### src/rtl/cfr_ipif_pkg.sv
// Shared types and constants for the CFR IPIF initiator.
// Timeout support is selected by the CFR_IPIF_TIMEOUT_EN macro in the RTL that imports this.
package cfr_ipif_pkg;

    localparam int unsigned CFR_IPIF_ADDR_WIDTH = 10;
    localparam int unsigned CFR_IPIF_DATA_WIDTH = 32;

    // Filler pattern that responders drive on rd_data when not acknowledging.
    localparam logic [31:0] CFR_IPIF_BAD_DATA = 32'hDEAD_BEEF;

    typedef enum logic [1:0] {
        StIdle,
        StReq,
        StWait,
        StRsp
    } cfr_ipif_state_t;

    typedef struct packed {
        logic                           write;
        logic [CFR_IPIF_ADDR_WIDTH-1:0] addr;
        logic [CFR_IPIF_DATA_WIDTH-1:0] wdata;
    } cfr_ipif_cmd_t;

endpackage

### src/rtl/cfr_ipif_timeout.sv
// Saturating ack-wait counter; only instantiated when CFR_IPIF_TIMEOUT_EN is defined.
module cfr_ipif_timeout
    import cfr_ipif_pkg::*;
#(
    parameter int unsigned TIMEOUT = 255
) (
    input  logic clk,
    input  logic rst_n,
    input  logic load,
    input  logic run,
    output logic expired
);

    localparam int unsigned CNT_WIDTH = $clog2(TIMEOUT + 1);
    localparam logic [CNT_WIDTH-1:0] CNT_LAST = CNT_WIDTH'(TIMEOUT - 1);
    localparam logic [CNT_WIDTH-1:0] CNT_MAX  = CNT_WIDTH'(TIMEOUT);

    logic [CNT_WIDTH-1:0] cnt_q, cnt_d;

    always_comb begin
        cnt_d = cnt_q;
        if (load) begin
            cnt_d = '0;
        end else if (run && (cnt_q != CNT_MAX)) begin
            cnt_d = cnt_q + CNT_WIDTH'(1);
        end
    end

    always_ff @(posedge clk or negedge rst_n) begin
        if (!rst_n) begin
            cnt_q <= '0;
        end else begin
            cnt_q <= cnt_d;
        end
    end

    // The TIMEOUT-th wait cycle is the last one; leaving on it means rsp follows TIMEOUT waits.
    assign expired = run && (cnt_q >= CNT_LAST);

endmodule

### src/rtl/cfr_ipif_initiator.sv
// CFR IPIF initiator: valid/ready command stream to single-cycle wr_req/rd_req with ack wait.
// Ack timeout (rsp_error) is built only when CFR_IPIF_TIMEOUT_EN is defined.
module cfr_ipif_initiator
    import cfr_ipif_pkg::*;
#(
    parameter int unsigned ADDR_WIDTH = CFR_IPIF_ADDR_WIDTH,
    parameter int unsigned DATA_WIDTH = CFR_IPIF_DATA_WIDTH,
    parameter int unsigned TIMEOUT    = 255
) (
    input  logic                  clk,
    input  logic                  rst_n,
    input  logic                  cmd_valid,
    output logic                  cmd_ready,
    input  logic                  cmd_write,
    input  logic [ADDR_WIDTH-1:0] cmd_addr,
    input  logic [DATA_WIDTH-1:0] cmd_wdata,
    output logic                  rsp_valid,
    input  logic                  rsp_ready,
    output logic                  rsp_write,
    output logic [DATA_WIDTH-1:0] rsp_rdata,
    output logic                  rsp_error,
    output logic [ADDR_WIDTH-1:0] wr_addr,
    output logic                  wr_req,
    output logic [DATA_WIDTH-1:0] wr_data,
    input  logic                  wr_ack,
    output logic [ADDR_WIDTH-1:0] rd_addr,
    output logic                  rd_req,
    input  logic [DATA_WIDTH-1:0] rd_data,
    input  logic                  rd_ack
);

    cfr_ipif_state_t state_q, state_d;

    logic                  write_q, write_d;
    logic [ADDR_WIDTH-1:0] wr_addr_q, wr_addr_d;
    logic [ADDR_WIDTH-1:0] rd_addr_q, rd_addr_d;
    logic [DATA_WIDTH-1:0] wr_data_q, wr_data_d;
    logic [DATA_WIDTH-1:0] rsp_rdata_q, rsp_rdata_d;
    logic                  rsp_error_q, rsp_error_d;
    logic                  cmd_ready_q, wr_req_q, rd_req_q, rsp_valid_q;
    logic                  accept, ack_hit, expired;

    assign accept  = cmd_valid && cmd_ready_q;
    assign ack_hit = write_q ? wr_ack : rd_ack;

`ifdef CFR_IPIF_TIMEOUT_EN
    cfr_ipif_timeout #(
        .TIMEOUT(TIMEOUT)
    ) u_timeout (
        .clk    (clk),
        .rst_n  (rst_n),
        .load   (state_q == StReq),
        .run    (state_q == StWait),
        .expired(expired)
    );
`else
    logic unused_timeout;
    assign unused_timeout = ^TIMEOUT;
    assign expired        = 1'b0;
`endif

    always_comb begin
        state_d     = state_q;
        write_d     = write_q;
        wr_addr_d   = wr_addr_q;
        wr_data_d   = wr_data_q;
        rd_addr_d   = rd_addr_q;
        rsp_rdata_d = rsp_rdata_q;
        rsp_error_d = rsp_error_q;
        unique case (state_q)
            StIdle: begin
                if (accept) begin
                    state_d = StReq;
                    write_d = cmd_write;
                    if (cmd_write) begin
                        wr_addr_d = cmd_addr;
                        wr_data_d = cmd_wdata;
                    end else begin
                        rd_addr_d = cmd_addr;
                    end
                end
            end
            StReq: state_d = StWait;
            StWait: begin
                // A matching ack in the expiry cycle still counts as a good response.
                if (ack_hit) begin
                    state_d     = StRsp;
                    rsp_rdata_d = write_q ? '0 : rd_data;
                    rsp_error_d = 1'b0;
                end else if (expired) begin
                    state_d     = StRsp;
                    rsp_rdata_d = '0;
                    rsp_error_d = 1'b1;
                end
            end
            StRsp: begin
                if (rsp_ready) begin
                    state_d = StIdle;
                end
            end
            default: state_d = StIdle;
        endcase
    end

    // Handshake outputs are registered from the next state so they are all 0 under reset.
    always_ff @(posedge clk or negedge rst_n) begin
        if (!rst_n) begin
            state_q     <= StIdle;
            write_q     <= 1'b0;
            wr_addr_q   <= '0;
            wr_data_q   <= '0;
            rd_addr_q   <= '0;
            rsp_rdata_q <= '0;
            rsp_error_q <= 1'b0;
            cmd_ready_q <= 1'b0;
            wr_req_q    <= 1'b0;
            rd_req_q    <= 1'b0;
            rsp_valid_q <= 1'b0;
        end else begin
            state_q     <= state_d;
            write_q     <= write_d;
            wr_addr_q   <= wr_addr_d;
            wr_data_q   <= wr_data_d;
            rd_addr_q   <= rd_addr_d;
            rsp_rdata_q <= rsp_rdata_d;
            rsp_error_q <= rsp_error_d;
            cmd_ready_q <= (state_d == StIdle);
            wr_req_q    <= (state_d == StReq) && write_d;
            rd_req_q    <= (state_d == StReq) && !write_d;
            rsp_valid_q <= (state_d == StRsp);
        end
    end

    assign cmd_ready = cmd_ready_q;
    assign rsp_valid = rsp_valid_q;
    assign rsp_write = write_q;
    assign rsp_rdata = rsp_rdata_q;
    assign rsp_error = rsp_error_q;
    assign wr_addr   = wr_addr_q;
    assign wr_data   = wr_data_q;
    assign wr_req    = wr_req_q;
    assign rd_addr   = rd_addr_q;
    assign rd_req    = rd_req_q;

endmodule

### config.mk
export PLATFORM = sky130hd
export DESIGN_NAME = cfr_ipif_initiator
export DESIGN_NICKNAME = d
export VERILOG_FILES = /design/src/rtl/cfr_ipif_pkg.sv /design/src/rtl/cfr_ipif_timeout.sv /design/src/rtl/cfr_ipif_initiator.sv
export SDC_FILE = /design/constraint.sdc
export NUM_CORES = 1
export LEC_CHECK = 0
export ABC_AREA = 1
export BUFFER_PORTS_ARGS = -buffer_cell sky130_fd_sc_hd__buf_2
export CORE_MARGIN = 2
export CORE_UTILIZATION = 29
export CTS_CLUSTER_DIAMETER = 200
export DETAILED_ROUTE_END_ITERATION = 6
export SLEW_MARGIN = 30
export SYNTH_ARGS = -nofsm -noshare
export SYNTH_HDL_FRONTEND = slang
export SYNTH_SLANG_ARGS = --single-unit
### constraint.sdc
create_clock -name clk -period 2.8 [get_ports clk]
set_input_delay 0.42 -clock clk [delete_from_list [all_inputs] [get_ports clk]]
set_output_delay 0.42 -clock clk [all_outputs]
set_load 0.01 [all_outputs]
==> impl_metrics.env, run 1 <==
export IMPL_outcome="finished clean"
export IMPL_syn_area_per_cell_um2=9.243
export IMPL_cts_tree="done"
export IMPL_die_area_um2=13240
export IMPL_min_period_over_period_pct=58.52
export IMPL_r2r_setup_slack_ns=1.16
export IMPL_area_delta_synth_final_pct=35.57
export IMPL_hpwl_um=6450
export IMPL_vias=3071
export IMPL_synth_top_family_by_area="simple AND/OR/NAND/NOR gates"
export IMPL_cts_root_buffer="clkbuf_16"
export IMPL_cts_buffers=9
export IMPL_setup_violations_final=0
export IMPL_worst_setup_path_type="register to register"
export IMPL_drt_first_pass_iters=5
export IMPL_hold_violations=0
export IMPL_preCtsSetupSlack_ns=1.153
export IMPL_hold_path_class="primary input to async pin"
export IMPL_drv_slew=0
export IMPL_synthTopCellsByCount="nand2_1 (222), dfrtp_1 (91), o21ai_0 (19)"
export IMPL_synthCells=387
export IMPL_max_freq_mhz=610.3
export IMPL_antenna_cells=0
export IMPL_setup_ws_ns=1.162
export IMPL_synthAdderAreaFrac_pct=0
export IMPL_synth_mux_area_share_pct=0
export IMPL_power_density_nw_per_um2=1027
export IMPL_hold_buffers=0
export IMPL_clk_pin_slew_ns=0.07
export IMPL_ios=171
export IMPL_clock_path_buffers=2
export IMPL_r2r_cells=4
export IMPL_worst_pin_slew_ns=0.7243
export IMPL_antenna_found_initial=0
export IMPL_core_area_um2=12010
export IMPL_avgRoutedWirePerCell_um=12.91
export IMPL_ys_seq_elements=91
export IMPL_syn_area_um2=3577
export IMPL_rows=40
export IMPL_die_h_um=115.1
export IMPL_nNetsFinal=631
export IMPL_grt_pass1_vias=2938
export IMPL_period_needed_ns=1.638
export IMPL_critPathRequiredTime_ns=3.05
export IMPL_synthTopCellsByArea="dfrtp_1 (64%), nand2_1 (23%), o21ai_2 (3.2%)"
export IMPL_drt_iter0_drc=176
export IMPL_grt_use_total_pct=14.11
export IMPL_rr_endpoint="rsp_rdata[10]"
export IMPL_peakVddDrop_mv=0.3904
export IMPL_globalplace_congestion=0.7413
export IMPL_start_util_pct=29.78
export IMPL_portBuffers=169
export IMPL_clkSinkCount=91
export IMPL_htreeDepth=3
export IMPL_die_x_um=115.1
export IMPL_cp_end_kind="register"
export IMPL_rr_startpoint="state_q[0]"
export IMPL_path_max_fanout=40
export IMPL_drt_wl_total_um=9062
export IMPL_leakagePower_uw=0.002772
export IMPL_ant_nets=0
export IMPL_grt_overflow_total=0
export IMPL_synth_nets=468
export IMPL_max_slew_margin_rel_pct=51.53
export IMPL_drive_gt1_share_pct=37.48
export IMPL_worst_ep_arrival_time_ns=1.89
export IMPL_cap_viol_max_count=0
export IMPL_synth_compound_area_share_pct=6.401
export IMPL_fin_tns_setup_ns=0
export IMPL_synth_top_area_share_pct=63.66
export IMPL_via_per_inst=4.375
export IMPL_yosysMostFrequentCell="nand2_1"
export IMPL_synth_edf_count=0
export IMPL_fin_skew_ns=0.006144
export IMPL_synth_async_sr_flop_share_pct=100.0
export IMPL_critPathLaunchType="register"
export IMPL_yosysUniqueCellTypes=18
export IMPL_synth_xor_xnor_area_share_pct=0
export IMPL_drc=0
export IMPL_clock_latency_ns=0.34
export IMPL_ys_warnings_count=0
export IMPL_synth_flop_cell="dfrtp_1"
export IMPL_grt_setup_unrepaired="no"
export IMPL_cts_resized=0
export IMPL_ys_seq_area_share_pct=63.66
export IMPL_grt_first_pass_wirelength_um=14430
export IMPL_yosysTopAreaCell="dfrtp_1"
export IMPL_post_cts_buffers=0
export IMPL_grt_max_degree=47
export IMPL_synth_simple_gate_area_share_pct=25.22
[stage by stage]
stage          std cells  power (µW)  hold WS (ns)  util (%)  instance area (µm²)
5_1_grt              702        5354        0.1094     40.38                 4850
3_5_place_dp         686        3722        0.4606     37.67                 4524
6_report             702        4980       0.08531     40.38                 4850
2_1_floorplan        387        3019        0.1244         -                 3577
4_1_cts              702        5075       0.09254     40.38                 4850
3_3_place_gp         686        3678        0.4576     37.67                 4524
[kinds of logic after synthesis]
logic type,Yosys count
AOI/OAI and AO/OA,36
and+or+nand+nor,232
buffers and inverters,27
other,1
DFF,91
[layout make-up]
cell class	instances	area, µm²
Clock buffer	9	225.2
Clock inverter	7	100.1
Fill cell	1216	7162
Inverter	6	22.52
Multi-Input combinational cell	269	1137
Sequential cell	91	2277
Tap cell	147	183.9
Timing Repair Buffer	173	903.4
[per-layer routing]
metal	global-route usage, %	vias up	share of wire [%]
met5	0	-	0
met1	17.86	1405	44
li1	-	1517	-
met4	7.068	0	2.5
met3	4.112	15	8.4
met2	22.12	134	45
[report_power, final]
group / internal (µW) / switching, µW / leakage (µW)
logic: 645 / 977 / 0.00144
registers: 1780 / 270 / 0.00119
clock network: 786 / 517 / 0.000148
[critical path, cell delays in order (launching register included)]
cell,delay (ns)
dfrtp_1,0.45
nor2_1,0.20
nand2_2,0.38
buf_12,0.32
o21ai_0,0.19
[flip-flops by register name (all words and copies together) (netlist names)]
name       flops
rd_addr       10
wr_req         1
rsp_write      1
cmd_ready      1
rsp_rdata     32
wr_addr       10
rsp_valid      1
rd_req         1
state_q        2
wr_data       32
[worst max path at each step]
stage | start | to | slack [ns] | cells after the start
2_1_floorplan | rsp_write | rsp_rdata[25] | 1.61 | 8
3_3_place_gp | state_q[1] | rsp_rdata[6] | 1.18 | 6
3_5_place_dp | state_q[1] | rsp_rdata[27] | 1.15 | 5
4_1_cts | state_q[1] | rsp_rdata[27] | 1.14 | 5
5_1_grt | state_q[0] | rd_addr[5] | 0.96 | 5
6_report | state_q[0] | rsp_rdata[10] | 1.16 | 4
[cells in the final DEF (no fill, tap or decap)]
| cell type | n |
|---|---|
| buf_4 | 3 |
| clkbuf_16 | 9 |
| clkinv_4 | 1 |
| buf_2 | 168 |
| dfrtp_1 | 91 |
| nand4_1 | 1 |
| inv_6 | 1 |
| nand2_1 | 221 |
| nand4_4 | 1 |
| o21ai_2 | 13 |
| a21oi_1 | 1 |
| nand3_1 | 3 |
| nor2_4 | 1 |
| nor2_1 | 4 |
| nand2_2 | 1 |
| bufinv_16 | 2 |
| clkinvlp_4 | 3 |
| o21ai_0 | 19 |
| o21ai_1 | 3 |
| inv_1 | 3 |
| inv_2 | 3 |
| conb_1 | 1 |
| buf_12 | 2 |
(Power assumes the default switching activity.)
==> run 2: changes to the inputs <==
- clock period: 2.8 -> 1.3 ns (I/O delays scaled with it)
==> impl_metrics.env, run 2 (same netlist as run 1, synthesis figures left out) <==
export IMPL_pwr_share_seq_pct=40.8
export IMPL_avgRoutedWirePerCell_um=12.89
export IMPL_die_area_um2=13240
export IMPL_r2r_setup_slack_ns=0.07
export IMPL_fillerInstances=1202
export IMPL_area_delta_synth_final_pct=40.08
export IMPL_grt_pass1_vias=2890
export IMPL_swShare_pct=34.77
export IMPL_cts_buffers=9
export IMPL_clk_pin_slew_ns=0.06
export IMPL_grt_max_degree=49
export IMPL_hold_violations=0
export IMPL_ios=171
export IMPL_period_needed_ns=1.232
export IMPL_crit_start="rsp_write"
export IMPL_layout_commonest_cell="nand2_1"
export IMPL_clock_path_buffers=2
export IMPL_nNetsFinal=645
export IMPL_htreeDepth=3
export IMPL_start_util_pct=29.78
export IMPL_vias=3099
export IMPL_clkSinkCount=91
export IMPL_hpwl_um=6650
export IMPL_rows=40
export IMPL_setup_violations_final=0
export IMPL_grt_setup_unrepaired="yes"
export IMPL_path_max_fanout=3
export IMPL_critPathLaunchType="register"
export IMPL_worst_ep_arrival_time_ns=1.04
export IMPL_cts_root_buffer="clkbuf_16"
export IMPL_leakagePower_uw=0.002864
export IMPL_pwr_share_comb_pct=34.4
export IMPL_clock_latency_ns=0.34
export IMPL_grt_use_total_pct=13.79
export IMPL_clkPwrFrac_pct=24.8
export IMPL_drt_first_pass_iters=4
export IMPL_drc=0
export IMPL_grt_overflow_total=0
export IMPL_antenna_found_initial=0
export IMPL_setup_ws_ns=0.06792
export IMPL_fin_tns_setup_ns=0
export IMPL_rr_startpoint="state_q[0]"
export IMPL_internal_power_uw=7078
export IMPL_final_cell_mix="nand2_1 (221), buf_2 (168), dfrtp_1 (90)"
export IMPL_worst_setup_path_type="register to output port"
export IMPL_finalPower_uw=10850
export IMPL_preCtsSetupSlack_ns=0.03530
export IMPL_core_area_um2=12010
export IMPL_drt_iter0_drc=201
export IMPL_drive_gt1_share_pct=38.49
export IMPL_fin_util_pct=41.72
export IMPL_max_freq_mhz=811.6
export IMPL_drv_slew=0
export IMPL_critPathCapture="rsp_write"
export IMPL_critPathRequiredTime_ns=1.11
export IMPL_drt_wl_total_um=9226
export IMPL_seq_area_um2=2278
export IMPL_cap_viol_max_count=0
export IMPL_peakVddDrop_mv=0.8768
export IMPL_ant_nets=0
export IMPL_fin_skew_ns=0.005248
export IMPL_power_density_nw_per_um2=2165
export IMPL_portBuffers=169
export IMPL_die_h_um=115.1
export IMPL_p_sw_uw=3773
export IMPL_grt_first_pass_wirelength_um=14080
export IMPL_cts_tree="done"
export IMPL_hold_path_class="primary input to register"
export IMPL_multiInputGateArea_um2=1142
export IMPL_via_per_inst=4.328
export IMPL_globalplace_congestion=0.7394
export IMPL_min_period_over_period_pct=94.78
export IMPL_hold_worst_slack_ns=0.04833
export IMPL_r2r_cells=5
export IMPL_cp_end_kind="output port"
export IMPL_rr_endpoint="wr_addr[8]"
export IMPL_outcome="finished clean"
export IMPL_antenna_cells=0
export IMPL_die_x_um=115.1
[run 2: repair_timing]
action / 4_1_cts / 5_1_grt
endpoints found under the setup margin: 0 / 69
endpoints found under the hold margin: 19 / 0
resized for setup: 0 / 5
hold buffers: 1 / 0
setup buffers: 0 / 1
[run 2: power by group through the flow]
stage	combinational (µW)	clock (µW)	sequential (µW)
2_1_floorplan	1600	0	4900
3_3_place_gp	3550	0	4440
3_5_place_dp	3620	0	4450
4_1_cts	3610	2780	4440
5_1_grt	4220	2890	4550
6_report	3740	2690	4430
[run 2: final cells by class]
class / count / share of cell area (%)
sequential: 91 / 45.47
multi-input combinational: 269 / 22.80
tap: 147 / 3.670
timing repair buffer: 187 / 21.42
clock buffer: 15 / 5.543
clock inverter: 1 / 0.5993
inverter: 6 / 0.4994
[run 2: per-stage QoR]
stage          cell area (µm²)  cells
5_1_grt                   5011    716
3_5_place_dp              4637    696
4_1_cts                   4955    713
3_3_place_gp              4637    696
2_1_floorplan             3577    387
6_report                  5011    716
[run 2: worst max-delay path, cell delays in order, from the launching register on]
cell and delay, ns:
dfrtp_1 0.41, buf_4 0.15, buf_2 0.13
[run 2: worst min path at each step]
stage | from | end | slack [ns] | cells after the start
2_1_floorplan | rst_n | cmd_ready | -0.10 | 0
3_3_place_gp | rst_n | rsp_rdata[20] | 0.12 | 1
3_5_place_dp | rst_n | rsp_rdata[20] | 0.12 | 1
4_1_cts | cmd_wdata[1] | wr_data[1] | 0.03 | 3
5_1_grt | cmd_wdata[3] | wr_data[3] | 0.04 | 3
6_report | cmd_wdata[12] | wr_data[12] | 0.05 | 3
[run 2: routing by layer]
layer  vias to the layer above  part of all wire (%)  global-route usage, %
li1                       1546                     -                      -
met1                      1419                    45                  17.82
met2                       119                    45                  21.18
met3                        15                   8.1                  4.164
met4                         0                   2.2                  6.667
met5                         -                     0                      0
